--- src/rtl/eq_sequencer.sv ---
// Five-band EQ sequencer: steps a shared stereo MAC through NUM_TAPS taps per band after each sample pair.
// Optional `EQ_SEQ_SKIP_EN skips bands whose band_en bit is clear.
module eq_sequencer #(
    parameter int NUM_TAPS = 31,
    parameter int TAP_W    = 5,
    parameter int MAC_LAT  = 2
) (
    input  logic             clk,
    input  logic             rst_n,
    input  logic             vld,
    input  logic             q_full,
    input  logic [4:0]       band_en,
    input  logic             ovr_clr,
    output logic             wrt_smpl,
    output logic [2:0]       band,
    output logic [TAP_W-1:0] tap_addr,
    output logic             mac_clr,
    output logic             mac_en,
    output logic             band_done,
    output logic             seq_done,
    output logic             busy,
    output logic             ovr
);

    typedef enum logic [2:0] {IDLE, WRT, CLR, MAC, PIPE, BDONE} state_t;

    localparam logic [TAP_W-1:0] LAST_TAP  = TAP_W'(NUM_TAPS - 1);
    localparam logic [2:0]       PIPE_LAST = 3'((MAC_LAT == 0) ? 0 : MAC_LAT - 1);
    localparam logic [2:0]       NO_BAND   = 3'd5;

    state_t             state_q, state_d;
    logic [2:0]         band_q, band_d;
    logic [TAP_W-1:0]   tap_q, tap_d;
    logic [2:0]         pipe_q, pipe_d;
    logic               ovr_q, ovr_d;
    logic [4:0]         en;
    logic [2:0]         nb;

`ifdef EQ_SEQ_SKIP_EN
    assign en = band_en;
`else
    logic unused_band_en;
    assign unused_band_en = ^band_en;
    assign en = 5'h1F;
`endif

    // Lowest enabled band at or above 'from'; NO_BAND when none remain.
    function automatic logic [2:0] first_en(input logic [2:0] from, input logic [4:0] mask);
        first_en = NO_BAND;
        for (int i = 4; i >= 0; i--) begin
            if (i >= int'(from) && mask[i]) first_en = 3'(i);
        end
    endfunction

    always_comb begin
        state_d   = state_q;
        band_d    = band_q;
        tap_d     = tap_q;
        pipe_d    = pipe_q;
        nb        = NO_BAND;
        wrt_smpl  = 1'b0;
        mac_clr   = 1'b0;
        mac_en    = 1'b0;
        band_done = 1'b0;
        seq_done  = 1'b0;
        case (state_q)
            IDLE: begin
                if (vld) state_d = WRT;
            end
            WRT: begin
                wrt_smpl = 1'b1;
                if (q_full) begin
                    nb = first_en(3'd0, en);
                    if (nb == NO_BAND) begin
                        seq_done = 1'b1;
                        state_d  = IDLE;
                    end else begin
                        band_d  = nb;
                        tap_d   = '0;
                        state_d = CLR;
                    end
                end else begin
                    state_d = IDLE;
                end
            end
            CLR: begin
                mac_clr = 1'b1;
                state_d = MAC;
            end
            MAC: begin
                mac_en = 1'b1;
                if (tap_q == LAST_TAP) begin
                    if (MAC_LAT == 0) begin
                        state_d = BDONE;
                    end else begin
                        pipe_d  = '0;
                        state_d = PIPE;
                    end
                end else begin
                    tap_d = tap_q + 1'b1;
                end
            end
            PIPE: begin
                if (pipe_q == PIPE_LAST) state_d = BDONE;
                else                     pipe_d  = pipe_q + 3'd1;
            end
            BDONE: begin
                band_done = 1'b1;
                nb = first_en(band_q + 3'd1, en);
                if (nb == NO_BAND) begin
                    seq_done = 1'b1;
                    band_d   = '0;
                    state_d  = IDLE;
                end else begin
                    band_d  = nb;
                    tap_d   = '0;
                    state_d = CLR;
                end
            end
            default: state_d = IDLE;
        endcase
    end

    assign busy     = (state_q != IDLE);
    assign band     = band_q;
    assign tap_addr = tap_q;
    assign ovr      = ovr_q;

    // A new sample while busy is dropped but flagged; setting beats clearing.
    assign ovr_d = (vld && busy) || (ovr_q && !ovr_clr);

    always_ff @(posedge clk or negedge rst_n) begin
        if (!rst_n) begin
            state_q <= IDLE;
            band_q  <= '0;
            tap_q   <= '0;
            pipe_q  <= '0;
            ovr_q   <= 1'b0;
        end else begin
            state_q <= state_d;
            band_q  <= band_d;
            tap_q   <= tap_d;
            pipe_q  <= pipe_d;
            ovr_q   <= ovr_d;
        end
    end

endmodule

--- config.mk ---
export PLATFORM = sky130hd
export DESIGN_NAME = eq_sequencer
export DESIGN_NICKNAME = d
export VERILOG_FILES = /design/src/rtl/eq_sequencer.sv
export SDC_FILE = /design/constraint.sdc
export NUM_CORES = 1
export LEC_CHECK = 0
export CORE_MARGIN = 10
export CORE_UTILIZATION = 43
export CTS_CLUSTER_DIAMETER = 40
export CTS_CLUSTER_SIZE = 24
export DETAILED_ROUTE_END_ITERATION = 10
export PLACE_DENSITY = 0.84
export SYNTH_ARGS = -nofsm -noshare
export SYNTH_HDL_FRONTEND = slang
export SYNTH_SLANG_ARGS = --single-unit
export TNS_END_PERCENT = 5
--- constraint.sdc ---
create_clock -name clk -period 1.55 [get_ports clk]
set_input_delay 0.2325 -clock clk [delete_from_list [all_inputs] [get_ports clk]]
set_output_delay 0.2325 -clock clk [all_outputs]
set_load 0.01 [all_outputs]
==> results_dict.tcl <==
set metrics [dict create \
    violations "negative setup slack" \
    track_usage_pct 12.1 \
    fin_crit_ns 1.72 \
    tightest_slew_ns 0.376 \
    fmax_mhz 581 \
    status "complete, but fails checks" \
    endpoint_kind "output port" \
    hold_viol_final 0 \
    synthArstFlopShare_pct 100 \
    whs_ns 0.204 \
    finalNonFillerCells 175 \
    crit_required_ns 1.32 \
    avgSynthCellArea_um2 9.43 \
    power_density_nw_per_um2 1650 \
    clkLatencyLatePin_ns 0.29 \
    fillCellCount 168 \
    post-route-util_pct 65.7 \
    grt-ovfl-total 0 \
    synth_edf_count 0 \
    clk_pin_slew_ns 0.10 \
    drt_wl_total_um 2630 \
    htree_num_levels 1 \
    numCtsBuffers 3 \
    crit_fanout 3 \
    io_buffers 19 \
    synth_nets 121 \
    cts.sinks 15 \
    rsz0062_at_grt "yes" \
    boundaryPins 25 \
    final_common_cell "buf_4" \
    dp_hpwl_um 2010 \
    n_antenna_cell 0 \
    nNetsFinal 165 \
    final_antenna_net_count 0 \
    ys_types 39 \
    placedCellCount 169 \
    min_path_type "in2async" \
    gp_congestion 0.828 \
    drt-wirelength-per-cell_um 15.0 \
    cts_tree "done" \
    setup_violations 2 \
    floorplan.initialDensity_pct 44.8 \
    ctsHoldBuffers 0 \
    arrival_ns 1.49 \
    drc 0 \
    setup_ws_ns -0.172 \
    cts_buffer_depth 2 \
    clock_skew_ns 0.00554 \
    dr.pass1.iters 4 \
    fin_crit_sh_pct 111 \
    path_class "reg2out" \
    peakVddDrop_uv 854 \
    final_cell_mix "buf_4, inv_1, dfrtp_1, clkdlybuf4s50_1, dfrtp_2" \
    die_area_um2 4590 \
    p_leak_nw 0.693 \
    relSlewSlack_pct 74.8 \
    grt_pass1_vias 972 \
    slew_violations 0 \
    grt_pass1_wl_um 4390 \
    synth_cells 104 \
    yosysSeqAreaShare_pct 38.3 \
    via_count 973 \
    die_w_um 67.8 \
    drv_cap 0 \
    grt_max_degree 13 \
    synth-seq-cells 15 \
    cts_root_buf "clkbuf_4" \
    syn2layout_area_growth_pct 46.8 \
    ys_warn_count 0 \
    syn-cell-area_um2 981 \
    drive_gt1_share_pct 36.1 \
    antenna_found_initial 0 \
    viasPerCell 5.56 \
    rows 17 \
    die_h_um 67.8 \
    core_area_um2 2190 \
    drt-initial-drc-count 57 \
    start_kind "register" \
    synthFlopType "dfrtp_1" \
]
==> worst paths after layout <==
check                      slack [ns]                      end  depth (start not counted)                    from
min reg2reg                      0.53    pipe_q[0]$_DFFE_PN0P_                          1   pipe_q[0]$_DFFE_PN0P_
max                             -0.17                 seq_done                          6     band[1]$_DFFE_PN0P_
max in group asynchronous        0.88  tap_addr[1]$_DFFE_PN0P_                          2                   rst_n
max reg2reg                     -0.02    pipe_q[2]$_DFFE_PN0P_                          4  state_q[0]$_DFFE_PN0P_
min in group clk                 0.48            ovr$_DFF_PN0_                          2                 ovr_clr
min                              0.20  tap_addr[2]$_DFFE_PN0P_                          1                   rst_n
==> worst max-delay path: stages (launching register included) <==
cell,delay (ns)
dfrtp_1,0.41
inv_2,0.10
ha_4,0.22
o21ba_4,0.20
o21ai_1,0.11
nor2_1,0.04
buf_2,0.13
==> kinds of logic (layout without fill, tap and decap cells) <==
group                    after synthesis  after routing  share of synthesized area [%]
AND/OR/NAND/NOR                       30             30                           18.8
flip-flops                            15             15                           38.3
AO/OA/AOI/OAI                         29             29                           21.4
buffers and inverters                 17             60                           6.76
XOR/XNOR                               2              2                           1.79
multiplexers                           4              4                           4.08
adder cells (fa/ha/maj)                7              7                           8.93
==> flip-flops by register name, summed over array words and instances, names as in the netlist <==
| name | flops |
|---|---|
| tap_addr | 5 |
| state_q | 3 |
| band | 3 |
| pipe_q | 3 |
| ovr | 1 |
==> synthesized netlist by cell type, types with 2 or more instances <==
| master | instances | area [um2] |
|---|---|---|
| nand2_1 | 3 | 11.3 |
| nor2_1 | 6 | 22.5 |
| mux2i_1 | 4 | 40.0 |
| a21oi_1 | 3 | 15.0 |
| buf_2 | 2 | 10.0 |
| o21ai_1 | 3 | 15.0 |
| o21ai_0 | 4 | 20.0 |
| nand3_1 | 3 | 15.0 |
| nor3_1 | 3 | 15.0 |
| dfrtp_1 | 15 | 375 |
| o221ai_1 | 3 | 26.3 |
| ha_1 | 7 | 87.6 |
| o22ai_1 | 2 | 12.5 |
| nor4bb_1 | 2 | 20.0 |
| or2_1 | 2 | 12.5 |
| xor2_1 | 2 | 17.5 |
| and4b_1 | 2 | 20.0 |
| inv_1 | 12 | 45.0 |
| o211ai_1 | 4 | 30.0 |
| clkbuf_1 | 3 | 11.3 |
==> report_power, final <==
part           leakage [nW]  switching [W]  total, W  internal, W
clock network        0.0150       0.000133  0.000233    0.0000999
registers             0.180       0.000155  0.000679     0.000524
logic                 0.498       0.000662   0.00147     0.000810
total                 0.693       0.000950   0.00238      0.00143
==> final cells by class <==
type	count	area, um2	share of cell area [%]
repair buffers	44	360	25.0
flip-flops and latches	15	383	26.6
inverters	12	45.0	3.13
multi-input cells	72	591	41.0
clock buffers	4	26.3	1.82
well taps	28	35.0	2.43
==> metal layers <==
layer	global-route usage, %	part of all wire, %	up-vias	wire length (um)
li1	-	-	474	-
met1	14.7	44	461	1160
met2	19.4	48	34	1270
met3	2.81	6.5	4	172
met4	6.67	1.3	0	34
met5	0	0	-	0
==> repair_timing <==
item	CTS	global route
setup endpoints to repair	19	20
pin swaps	1	3
gates resized for setup	32	16
setup buffers	1	1
==> metrics by stage <==
step / setup TNS, ns / cell area, um2 / power [W] / setup WS [ns]
detailed placement: -0.699 / 1370 / 0.00205 / -0.368
CTS: -0.324 / 1430 / 0.00237 / -0.189
global route: -0.632 / 1440 / 0.00258 / -0.244
floorplan: 0 / 995 / 0.00134 / 0.00109
finish: -0.190 / 1440 / 0.00238 / -0.172
global placement: -0.321 / 1370 / 0.00198 / -0.262
No activity file was read; power rests on OpenSTA's default activity.
